[src/rtl/riscv_pipe_pkg.sv]
// Shared pipeline definitions: control-bundle bit layout and base opcodes.
package riscv_pipe_pkg;

  localparam int unsigned CTRL_W = 8;

  localparam int unsigned CTRL_ALU_SRC    = 7;
  localparam int unsigned CTRL_MEM_TO_REG = 6;
  localparam int unsigned CTRL_REG_WRITE  = 5;
  localparam int unsigned CTRL_MEM_READ   = 4;
  localparam int unsigned CTRL_MEM_WRITE  = 3;
  localparam int unsigned CTRL_BRANCH     = 2;
  localparam int unsigned CTRL_ALU_OP_HI  = 1;
  localparam int unsigned CTRL_ALU_OP_LO  = 0;

  localparam logic [6:0] OP_R      = 7'b0110011;
  localparam logic [6:0] OP_LOAD   = 7'b0000011;
  localparam logic [6:0] OP_STORE  = 7'b0100011;
  localparam logic [6:0] OP_BRANCH = 7'b1100011;

  // rs2 is a real source for register-register ops and for store data.
  function automatic logic ctrl_uses_rs2(input logic [CTRL_W-1:0] ctrl);
    return ~ctrl[CTRL_ALU_SRC] | ctrl[CTRL_MEM_WRITE];
  endfunction

endpackage

[src/rtl/id_ex_stage_hazard_detect.sv]
// Load-use hazard detection between the instruction in EX and the one in ID.
module hazard_detect #(
  parameter int unsigned RA_W = 5
) (
  input  logic            ex_valid,
  input  logic            ex_mem_read,
  input  logic [RA_W-1:0] ex_rd,
  input  logic            id_valid,
  input  logic            id_uses_rs2,
  input  logic [RA_W-1:0] id_rs1,
  input  logic [RA_W-1:0] id_rs2,
  input  logic            flush,
  output logic            stall
);

  logic load_use;

  always_comb begin
    load_use = ex_valid & ex_mem_read & (ex_rd != '0) & id_valid &
               ((ex_rd == id_rs1) | (id_uses_rs2 & (ex_rd == id_rs2)));
    // A flush kills the ID instruction, so there is nothing to stall for.
    stall = load_use & ~flush;
  end

endmodule

[src/rtl/id_ex_stage.sv]
// ID/EX pipeline register with load-use bubble insertion, branch flush and
// saturating bubble/flush event counters.
module id_ex_stage
  import riscv_pipe_pkg::*;
#(
  parameter int unsigned XLEN  = 32,
  parameter int unsigned RA_W  = 5,
  parameter int unsigned CNT_W = 16
) (
  input  logic              clk,
  input  logic              reset,
  input  logic              hold,
  input  logic              flush,
  input  logic              id_valid,
  input  logic [CTRL_W-1:0] id_ctrl,
  input  logic [XLEN-1:0]   id_pc,
  input  logic [XLEN-1:0]   id_rs1_data,
  input  logic [XLEN-1:0]   id_rs2_data,
  input  logic [XLEN-1:0]   id_imm,
  input  logic [RA_W-1:0]   id_rs1,
  input  logic [RA_W-1:0]   id_rs2,
  input  logic [RA_W-1:0]   id_rd,
  input  logic [2:0]        id_funct3,
  input  logic              id_funct7_5,
  output logic              ex_valid,
  output logic [CTRL_W-1:0] ex_ctrl,
  output logic [XLEN-1:0]   ex_pc,
  output logic [XLEN-1:0]   ex_rs1_data,
  output logic [XLEN-1:0]   ex_rs2_data,
  output logic [XLEN-1:0]   ex_imm,
  output logic [RA_W-1:0]   ex_rs1,
  output logic [RA_W-1:0]   ex_rs2,
  output logic [RA_W-1:0]   ex_rd,
  output logic [2:0]        ex_funct3,
  output logic              ex_funct7_5,
  output logic              pc_write,
  output logic              ifid_write,
  output logic [CNT_W-1:0]  bubble_cnt,
  output logic [CNT_W-1:0]  flush_cnt
);

  logic              ex_valid_q, ex_valid_d;
  logic [CTRL_W-1:0] ex_ctrl_q, ex_ctrl_d;
  logic [XLEN-1:0]   ex_pc_q, ex_pc_d;
  logic [XLEN-1:0]   ex_rs1_data_q, ex_rs1_data_d;
  logic [XLEN-1:0]   ex_rs2_data_q, ex_rs2_data_d;
  logic [XLEN-1:0]   ex_imm_q, ex_imm_d;
  logic [RA_W-1:0]   ex_rs1_q, ex_rs1_d;
  logic [RA_W-1:0]   ex_rs2_q, ex_rs2_d;
  logic [RA_W-1:0]   ex_rd_q, ex_rd_d;
  logic [2:0]        ex_funct3_q, ex_funct3_d;
  logic              ex_funct7_5_q, ex_funct7_5_d;
  logic [CNT_W-1:0]  bubble_cnt_q, bubble_cnt_d;
  logic [CNT_W-1:0]  flush_cnt_q, flush_cnt_d;
  logic              stall;

  function automatic logic [CNT_W-1:0] sat_inc(input logic [CNT_W-1:0] cnt);
    return (cnt == {CNT_W{1'b1}}) ? cnt : cnt + 1'b1;
  endfunction

  hazard_detect #(
    .RA_W (RA_W)
  ) u_hazard_detect (
    .ex_valid    (ex_valid_q),
    .ex_mem_read (ex_ctrl_q[CTRL_MEM_READ]),
    .ex_rd       (ex_rd_q),
    .id_valid    (id_valid),
    .id_uses_rs2 (ctrl_uses_rs2(id_ctrl)),
    .id_rs1      (id_rs1),
    .id_rs2      (id_rs2),
    .flush       (flush),
    .stall       (stall)
  );

  always_comb begin
    // Upstream must be free to advance while reset is held.
    pc_write   = reset | ~(stall | hold);
    ifid_write = pc_write;
  end

  always_comb begin
    ex_valid_d    = ex_valid_q;
    ex_ctrl_d     = ex_ctrl_q;
    ex_pc_d       = ex_pc_q;
    ex_rs1_data_d = ex_rs1_data_q;
    ex_rs2_data_d = ex_rs2_data_q;
    ex_imm_d      = ex_imm_q;
    ex_rs1_d      = ex_rs1_q;
    ex_rs2_d      = ex_rs2_q;
    ex_rd_d       = ex_rd_q;
    ex_funct3_d   = ex_funct3_q;
    ex_funct7_5_d = ex_funct7_5_q;
    bubble_cnt_d  = bubble_cnt_q;
    flush_cnt_d   = flush_cnt_q;
    if (!hold) begin
      // Operand fields are don't-care under a bubble, so they always load.
      ex_pc_d       = id_pc;
      ex_rs1_data_d = id_rs1_data;
      ex_rs2_data_d = id_rs2_data;
      ex_imm_d      = id_imm;
      ex_rs1_d      = id_rs1;
      ex_rs2_d      = id_rs2;
      ex_rd_d       = id_rd;
      ex_funct3_d   = id_funct3;
      ex_funct7_5_d = id_funct7_5;
      if (flush) begin
        ex_valid_d  = 1'b0;
        ex_ctrl_d   = '0;
        flush_cnt_d = sat_inc(flush_cnt_q);
      end else if (stall) begin
        ex_valid_d   = 1'b0;
        ex_ctrl_d    = '0;
        bubble_cnt_d = sat_inc(bubble_cnt_q);
      end else begin
        ex_valid_d = id_valid;
        ex_ctrl_d  = id_valid ? id_ctrl : '0;
      end
    end
  end

  always_ff @(posedge clk or posedge reset) begin
    if (reset) begin
      ex_valid_q    <= 1'b0;
      ex_ctrl_q     <= '0;
      ex_pc_q       <= '0;
      ex_rs1_data_q <= '0;
      ex_rs2_data_q <= '0;
      ex_imm_q      <= '0;
      ex_rs1_q      <= '0;
      ex_rs2_q      <= '0;
      ex_rd_q       <= '0;
      ex_funct3_q   <= '0;
      ex_funct7_5_q <= 1'b0;
      bubble_cnt_q  <= '0;
      flush_cnt_q   <= '0;
    end else begin
      ex_valid_q    <= ex_valid_d;
      ex_ctrl_q     <= ex_ctrl_d;
      ex_pc_q       <= ex_pc_d;
      ex_rs1_data_q <= ex_rs1_data_d;
      ex_rs2_data_q <= ex_rs2_data_d;
      ex_imm_q      <= ex_imm_d;
      ex_rs1_q      <= ex_rs1_d;
      ex_rs2_q      <= ex_rs2_d;
      ex_rd_q       <= ex_rd_d;
      ex_funct3_q   <= ex_funct3_d;
      ex_funct7_5_q <= ex_funct7_5_d;
      bubble_cnt_q  <= bubble_cnt_d;
      flush_cnt_q   <= flush_cnt_d;
    end
  end

  assign ex_valid    = ex_valid_q;
  assign ex_ctrl     = ex_ctrl_q;
  assign ex_pc       = ex_pc_q;
  assign ex_rs1_data = ex_rs1_data_q;
  assign ex_rs2_data = ex_rs2_data_q;
  assign ex_imm      = ex_imm_q;
  assign ex_rs1      = ex_rs1_q;
  assign ex_rs2      = ex_rs2_q;
  assign ex_rd       = ex_rd_q;
  assign ex_funct3   = ex_funct3_q;
  assign ex_funct7_5 = ex_funct7_5_q;
  assign bubble_cnt  = bubble_cnt_q;
  assign flush_cnt   = flush_cnt_q;

endmodule

[config.mk]
export PLATFORM = sky130hd
export DESIGN_NAME = id_ex_stage
export DESIGN_NICKNAME = d
export VERILOG_FILES = /design/src/rtl/riscv_pipe_pkg.sv /design/src/rtl/id_ex_stage_hazard_detect.sv /design/src/rtl/id_ex_stage.sv
export SDC_FILE = /design/constraint.sdc
export NUM_CORES = 1
export LEC_CHECK = 0
export ABC_AREA = 1
export CAP_MARGIN = 25
export CORE_ASPECT_RATIO = 0.75
export CORE_MARGIN = 2
export CORE_UTILIZATION = 38
export DETAILED_ROUTE_END_ITERATION = 12
export PLACE_DENSITY = 0.76
export SYNTH_ARGS = -nofsm -noshare
export SYNTH_HDL_FRONTEND = slang
export SYNTH_HIERARCHICAL = 1
export SYNTH_SLANG_ARGS = --single-unit
[constraint.sdc]
create_clock -name clk -period 12.2 [get_ports clk]
set_input_delay 3.66 -clock clk [delete_from_list [all_inputs] [get_ports clk]]
set_output_delay 3.66 -clock clk [all_outputs]
set_load 0.01 [all_outputs]
* Yosys cells after proc, flatten, opt, wreduce, memory -nomap -nowiden
Index checks and enable logic that the tools add are counted.
** Storage, ports and cells
- Output and inout port bits :: 190
- Word-level logic and storage cells :: 43
- Bits in registers :: 188
** Operators by class
- Reductions and logical operators :: 3
- Equal/unequal tests :: 4
- Bitwise logic cells :: 16
- Muxes and demuxes :: 5
- Add/subtract/negate cells :: 2
** Operators by type and width (number)
- adder 16 x 1 -> 16 bit (second input constant) :: 2
- equality test 16 bit (second input constant) :: 2
- two-way mux 8 bit :: 3
- equality test 5 bit :: 2
- bitwise AND 1 bit :: 6
- inverter 1 bit :: 6
- nonzero test 5 bit :: 1
- OR 1 bit :: 4
- AND reduction 4 bit :: 1
- AND reduction 3 bit :: 1
- two-way mux 1 bit :: 2

* Depth between registers and ports, before layout
Gate-level depths: netlist of the first run.
- Depth after elaboration :: 9
- Gate-level depth with buffers :: 13
- Depth with buffers taken out :: 13

* By module
Netlist of the first run, hierarchy kept.
** Modules (own cells, without submodules)
- id_ex_stage :: times used 1, cells an instance 967, area an instance 7842.5 sq um
- hazard_detect :: times used 1, cells an instance 55, area an instance 229.0 sq um

* Worst setup path before layout of the first run
Ideal clock, no wire load.
- Path type :: input to output
- Start point :: input port reset
- End point :: output port pc_write
- Data required time :: 8.540 ns
- Setup slack :: -0.566 ns
- Buffers on the path :: 1
- Arrival :: 9.106 ns
- Stages on the path :: 3
- Path through :: inv_1 o21ai_0 buf_4
** Between the ends
- Word-level cells in the longest chain between the ends :: 1
** Ends and longest elaborated chain
- start, declared :: RTL line id_ex_stage.sv:11 : input logic reset,
- OR 1 bit :: RTL line id_ex_stage.sv:77 : pc_write = reset | ~(stall | hold);
- end, declared :: RTL line id_ex_stage.sv:36 : output logic pc_write,
Every way passes these cells.

* Worst setup path in the final report of the first run
- Start point :: input port flush
- End point :: output port ifid_write
** Between the ends
- Word-level cells in the longest chain between the ends :: 5
** Ends and longest elaborated chain
- start, declared :: RTL line id_ex_stage.sv:13 : input logic flush,
- inverter 1 bit (no line)
- bitwise AND 1 bit :: RTL line id_ex_stage_hazard_detect.sv:22 : stall = load_use & ~flush;
- net stall :: RTL line id_ex_stage.sv:55 : logic stall;
- OR 1 bit :: RTL line id_ex_stage.sv:77
- inverter 1 bit :: RTL line id_ex_stage.sv:77
- OR 1 bit :: RTL line id_ex_stage.sv:77
- end, declared :: RTL line id_ex_stage.sv:37 : output logic ifid_write,
The timed path passes the listed nets, and every way through them passes these cells.

==> metrics.md, run 1 <==
| Metric | Value |
|---|---|
| GRT Total Usage | `approximately a fifth` |
| Adder-cell area share of the yosys netlist | `0.310%` |
| Yosys top cell area share | `58.3%` |
| Distinct cells, synth | `23` |
| Antenna violations before repair | `0` |
| Pin count of the biggest net entering global routing | `86` |
| Hold Buf Count CTS | `0` |
| Clock latency on the worst-skew pair | `~0.43 ns` |
| Largest cells by area after synthesis | `dfrtp_1, nand2_1, inv_1` |
| CP peak stage delay | `around 0.72 ns` |
| Clk sinks | `about 190` |
| Worst Setup EP | `ifid_write` |
| Status | `complete, no violations` |
| Mapped Cells | `about 1000` |
| CP top delay family | `buffers and inverters` |
| Design area | `roughly 0.012 mm^2` |
| Die Ht | `130 um` |
| Sequential area share after synthesis | `between 50 and 60%` |
| Placed Area | `about 0.012 mm^2` |
| Syn-to-layout area delta | `53.0%` |
| H-tree Lvls | `4` |
| Power per Cell Area | `between 100 and 150 mW/mm^2` |
| First-pass GRT wire length | `around 37000 um` |
| Share of layout cells above drive strength 1 | `4.02%` |
| Cell taking the most area after synthesis | `dfrtp_1` |
| Vias in the first global route | `7019` |
| Fin nets | `between 1500 and 2000` |
| Chip width | `roughly 170 um` |
| IO Port Bufs | `about 350` |
| DRC | `0` |
| Tcrit/Tclk final | `77.7%` |
| WP data required | `8.54 ns` |
| Final WL | `roughly 24000 um` |
| Max-Cap Viols | `0` |
| Final min period | `around 9.5 ns` |
| Slew headroom | `42.6%` |
| Multiplexer share of the synthesized area | `0%` |
| Slew @ Worst Pin | `approximately 0.86 ns` |
| Post-synth design cell area | `between 0.008 and 0.009 mm^2` |
| Antenna viol nets, final | `0` |
| Setup crit start kind | `input pin` |
| Post_cts resized | `0` |
| DR iter-0 viols | `552` |
| Mapped Nets | `1184` |
| Main combinational cell family by area after synthesis | `simple AND/OR/NAND/NOR gates` |
| Average wire per standard cell | `14.6 um` |
| RSZ-0062 raised after global routing | `false` |
| Post-Synth Simple-Gate Area | `between 30% and 40%` |
| GPL Wtd Cong | `about 0.84` |
| Flop-to-flop setup slack | `between 10 and 15 ns` |
| Max-slew violations | `0` |
| Dpl cells | `between 1500 and 2000` |
| Hold WC Path Type | `reg -> reg` |
| CTS root buf | `clkbuf_16` |
| Compound-Gate Fraction of Synth Area | `less than 1%` |
| Final setup TNS | `0 ns` |
| CP endpoint kind | `output port` |
| Num CTS Buffers | `17` |
| Crit path from | `flush` |
| IO Pins | `350` |
| Antenna fix cells | `0` |
| Fin util | `between 50% and 60%` |
| Starting density of the core | `38.4%` |
| Reg clk slew, reported paths | `0.07 ns` |
| Gr ovfl total | `0` |
| Yosys reg bits | `188` |
| CP max FO | `12` |
| Row Count | `46` |
| CP Cell Sequence | `clkdlybuf4s50_1 > nor2_1 > nand4_1 > a21oi_2 > o21ai_0 > clkdlybuf4s50_1` |
| Post-DP HPWL | `around 17000 um` |
| Worst r2r src | `ex_rd[0]` |
| R2R cell count | `13` |
| CP bufs+invs | `2` |
| Crit-path most repeated cell | `clkdlybuf4s50_1` |
| Syn Area/Cell | `7.90 um^2` |
| Crit. path cell count | `6` |
| Core area | `between 0.02 and 0.025 mm^2` |
| Deepest clock path buffer count | `2` |
| First-pass iteration count of the detailed router | `4` |
| Crit path kind | `in -> out` |
| Worst Path Arrival | `5.82 ns` |
| DR vias | `~7500` |
| Xor-xnor portion of the synthesized cell area | `less than 1%` |
| F_max | `approximately 110 MHz` |
| Overall Power | `1540 uW` |
| Final cell count without fillers | `about 1700` |
| Critical path's slowest cell | `clkdlybuf4s50_1` |
| Filler Cell Count | `roughly 1800` |
| # Post-CTS Setup Buffers | `0` |
| Peak supply drop | `a little over 0.07 mV` |
| Synth warn | `6` |
| Clock Skew | `between 0.009 and 0.01 ns` |
| Drt via density | `roughly 4.5` |
| Worst r2r dst | `bubble_cnt[13]` |
| Final setup fails | `0` |
| Lkg Pwr | `0.00604 uW` |
| Final hold violations | `0` |
| CTS tree | `yes` |
| Full die area | `approximately 0.022 mm^2` |
## cells in the final DEF (no fill, tap or decap)
cell type	instances
xnor2_1	2
nand3b_1	1
nor2_4	2
clkinv_4	3
nand3_1	47
nor3_1	3
buf_4	7
nand2_2	4
ha_1	2
inv_4	1
inv_2	2
xor2_1	3
dfrtp_1	188
nor2_1	35
inv_1	63
inv_8	5
clkinv_8	1
inv_6	2
clkbuf_16	17
nand4_1	5
a21oi_2	1
nand2_1	607
nor2_2	6
buf_16	1
o21ai_0	9
clkinvlp_4	3
clkdlybuf4s50_1	348
## sequential cells by signal (all words and copies together) (netlist names)
signal and flops:
ex_imm 32, ex_valid 1, bubble_cnt 16, ex_ctrl 8
flush_cnt 16, ex_funct7_5 1, ex_rs1 5, ex_pc 32
ex_rs1_data 32, ex_rs2_data 32, ex_rs2 5, ex_rd 5
ex_funct3 3
## per-layer routing
layer  share of wire (%)  GRT usage, %  up-vias
met5                   0             0        -
met3                 8.8          8.49       23
li1                    -             -     3742
met2                  47          34.3      221
met1                  43          26.7     3491
met4                 1.5          6.08        0
## tightest hold or removal path: stages (launching register included)
cell,delay [ns]
dfrtp_1,0.34
nand2_1,0.05
nand2_1,0.05
## power breakdown
group / internal (uW) / total [uW] / leakage [uW] / switching (uW)
Combinational: 161 / 291 / 0.00342 / 130
Sequential: 673 / 710 / 0.00235 / 36.6
Clock: 270 / 538 / 0.000268 / 268
## metrics by stage
step                setup WS [ns]  hold slack [ns]
finish                       2.72            0.477
global route                 2.54            0.494
CTS                          2.70            0.483
detailed placement           2.69            0.464
global placement             2.72            0.459
floorplan                    1.24            0.514
## Yosys cell counts (all sizes together)
library cell,count
a21oi,1
xor2,3
nand3,47
xnor2,2
ha,2
dfrtp,188
inv,67
clkbuf,14
o21ai,9
nor2,43
nor3,3
nand4,5
nand3b,1
nand2,611
buf,26
## final cells by class
class | count | area [um^2] | share of cell area, %
Sequential cell | 188 | 4700 | 38.1
Timing Repair Buffer | 356 | 3560 | 28.9
Multi-Input combinational cell | 727 | 2910 | 23.5
Clock buffer | 17 | 425 | 3.44
Tap cell | 288 | 360 | 2.92
Inverter | 67 | 258 | 2.09
Clock inverter | 13 | 131 | 1.06
## how the worst min path moves through the flow
stage                               start         endpoint  depth (start not counted)
after global placement          ex_imm[1]        ex_imm[1]                          2
after detailed placement        ex_pc[12]        ex_pc[12]                          2
after CTS                  ex_rs2_data[8]   ex_rs2_data[8]                          2
after floorplan                 ex_imm[1]        ex_imm[1]                          2
after global routing           ex_imm[30]       ex_imm[30]                          2
final                     ex_rs1_data[12]  ex_rs1_data[12]                          2
## cell families (layout without fill, tap and decap cells)
group	after synthesis	count (layout)
compound gates	10	10
fa+ha+maj	2	2
flops	188	188
simple gates	710	710
buf+inv	107	453
xor+xnor	5	5
Power figures use the tool's default switching activity.
==> inputs of run 2 (changes only) <==
==> constraint.sdc (replaced) <==
create_clock -name clk -period 8.6 [get_ports clk]
set_input_delay 2.58 -clock clk [delete_from_list [all_inputs] [get_ports clk]]
set_output_delay 2.58 -clock clk [all_outputs]
set_load 0.01 [all_outputs]
==> run 2 against run 1 <==
Count of clock-buffer cells in the layout is 2 higher. Total power is 42% higher. First-iteration DRC count is 22% lower. Combinational power is 42% higher. Clock power is 43% higher. Setup slack worse by 1.3 ns. Clock skew is 0.0040 ns higher. Non-clock buffer count is 3 lower. Sequential power is 42% higher. Critical path depth stayed put. Routed wire length is 1.3% higher.
==> metrics.md, run 2 (same netlist as run 1, synthesis figures left out) <==
| Metric | Value |
|---|---|
| GR Util met2 | `34.2% (was 34.3%)` |
| Reg clk slew, reported paths | `0.07 ns (about the same)` |
| CP max FO | `12 (unchanged)` |
| Antenna viol nets, final | `0 (unchanged)` |
| GRT Total Usage | `21.4% (was 21.3%)` |
| Grt met3 use | `8.92% (was 8.49%)` |
| Worst r2r dst | `bubble_cnt[10] (was bubble_cnt[13])` |
| Final setup fails | `0 (unchanged)` |
| Lkg Pwr | `0.00603 uW (was 0.00604 uW)` |
| Worst Path Arrival | `4.63 ns (was 5.82 ns)` |
| F_max | `approximately 140 MHz` |
| DR iter-0 viols | `429 (was 552)` |
| Max-Cap Viols | `0 (unchanged)` |
| Hold Buf Count CTS | `0 (unchanged)` |
| IO Port Bufs | `349 (unchanged)` |
| IO Pins | `350 (unchanged)` |
| Clk sinks | `188 (unchanged)` |
| RSZ-0062 raised after global routing | `false (unchanged)` |
| Flop-to-flop setup slack | `6.36 ns (was 10.02 ns)` |
| Slew @ Worst Pin | `1.04 ns (was 0.861 ns)` |
| Overall Power | `2190 uW (was 1540 uW)` |
| Worst r2r src | `bubble_cnt[0] (was ex_rd[0])` |
| Crit path kind | `in -> out (unchanged)` |
| Drt via density | `4.55 (was 4.52)` |
| Status | `complete, no violations (unchanged)` |
| Setup crit start kind | `input pin (unchanged)` |
| Die Ht | `130 um (unchanged)` |
| Pin count of the biggest net entering global routing | `189 (was 86)` |
| Max-slew violations | `0 (unchanged)` |
| Worst Hold Path EP | `ex_pc[8] (was ex_rs1_data[12])` |
| CTS tree | `yes (unchanged)` |
| Core area | `0.0210 mm^2 (unchanged)` |
| Antenna fix cells | `0 (unchanged)` |
| Tcrit/Tclk final | `a little over four fifths` |
| Post-DP HPWL | `17300 um (was 17200 um)` |
| Final setup TNS | `0 ns (unchanged)` |
| Commonest non-fill, non-tap cell in the layout | `nand2_1 (unchanged)` |
| H-tree Lvls | `4 (unchanged)` |
| GPL Wtd Cong | `0.841 (was 0.837)` |
| Chip width | `172 um (unchanged)` |
| Met1 usage | `26.4% (was 26.7%)` |
| Average wire per standard cell | `14.8 um (was 14.6 um)` |
| Share of layout cells above drive strength 1 | `3.88% (was 4.02%)` |
| Post_cts resized | `0 (unchanged)` |
| Final WL | `24500 um (was 24200 um)` |
| Placed Area | `0.0118 mm^2 (about the same)` |
| Vias in the first global route | `7084 (was 7019)` |
| Peak supply drop | `0.0991 mV (was 0.0704 mV)` |
| Min-delay src | `ex_pc[8] (was ex_rs1_data[12])` |
| Clock Skew | `0.0132 ns (was 0.00919 ns)` |
| CTS root buf | `clkbuf_16 (unchanged)` |
| Final min period | `slightly above 7 ns` |
| Row Count | `46 (unchanged)` |
| Num CTS Buffers | `17 (unchanged)` |
| CP endpoint kind | `output port (unchanged)` |
| Final cell count without fillers | `1655 (was 1656)` |
| DRC | `0 (unchanged)` |
| WP data required | `6.02 ns (was 8.54 ns)` |
| Worst-case hold slack | `0.479 ns (was 0.477 ns)` |
| Fin nets | `1516 (was 1519)` |
| Antenna violations before repair | `0 (unchanged)` |
| Dpl cells | `1623 (was 1625)` |
| R2R cell count | `9 (was 13)` |
| GR peak layer | `met2 (unchanged)` |
| # Post-CTS Setup Buffers | `0 (unchanged)` |
| Hold WC Path Type | `reg -> reg (unchanged)` |
| Starting density of the core | `38.4% (unchanged)` |
| Hold path cells | `2 (unchanged)` |
| Power per Cell Area | `178 mW/mm^2 (was 125 mW/mm^2)` |
| Gr ovfl total | `0 (unchanged)` |
| Design area | `0.0123 mm^2 (about the same)` |
| Clock latency on the worst-skew pair | `0.43 ns (about the same)` |
| DR vias | `7524 (was 7477)` |
| First-pass GRT wire length | `36900 um (was 36800 um)` |
| Final hold violations | `0 (unchanged)` |
| Slew headroom | `30.6% (was 42.6%)` |
| Full die area | `0.0224 mm^2 (unchanged)` |
| Most frequent cells in the layout | `nand2_1, clkdlybuf4s50_1, dfrtp_1, inv_1, nand3_1 (unchanged)` |
| First-pass iteration count of the detailed router | `5 (was 4)` |
| Syn-to-layout area delta | `52.8% (was 53.0%)` |
| Deepest clock path buffer count | `2 (unchanged)` |
-- run 2: cell count changes in the layout (fill, tap and decap cells not counted), sizes merged --
cell	change
buf	-3
clkbuf	+2
clkinv	-1
clkinvlp	+1
-- run 2: critical path: stages --
cell and delay [ns]:
clkdlybuf4s50_1 0.74, nor2_1 0.12, nand4_1 0.14, a21oi_2 0.07
o21ai_0 0.36, clkdlybuf4s50_1 0.62
-- run 2: layout make-up --
type / count / area [um^2]
inverter: 67 / 258
fill: 1814 / 8680
clock buffer: 19 / 443
tap: 288 / 360
clock inverter: 13 / 125
sequential: 188 / 4700
timing repair buffer: 353 / 3530
multi-input combinational: 727 / 2910
-- run 2: worst max-delay path by stage --
stage,slack (ns),depth (start not counted),start,endpoint
floorplan,-0.20,3,reset,pc_write
global placement,1.42,6,flush,ifid_write
detailed placement,1.41,6,flush,ifid_write
CTS,1.40,6,flush,ifid_write
global route,1.22,6,flush,pc_write
finish,1.39,6,flush,ifid_write
-- run 2: power by group --
| part | internal (uW) | switching, uW | total, uW |
|---|---|---|---|
| Clock | 391 | 378 | 769 |
| Sequential | 956 | 52.6 | 1010 |
| Combinational | 227 | 185 | 413 |
| Total | 1570 | 616 | 2190 |
-- run 2: per-stage QoR --
step | util [%] | setup slack (ns)
2_1_floorplan | - | -0.203
3_3_place_gp | 56.0 | 1.42
3_5_place_dp | 56.0 | 1.41
4_1_cts | 58.7 | 1.40
5_1_grt | 58.7 | 1.22
6_report | 58.7 | 1.39
-- run 2: layer usage --
layer | vias to the layer above | part of all wire, %
met3 | 37 | 9.6
met2 | 258 | 47
li1 | 3729 | -
met5 | - | 0
met1 | 3500 | 41
met4 | 0 | 2.3
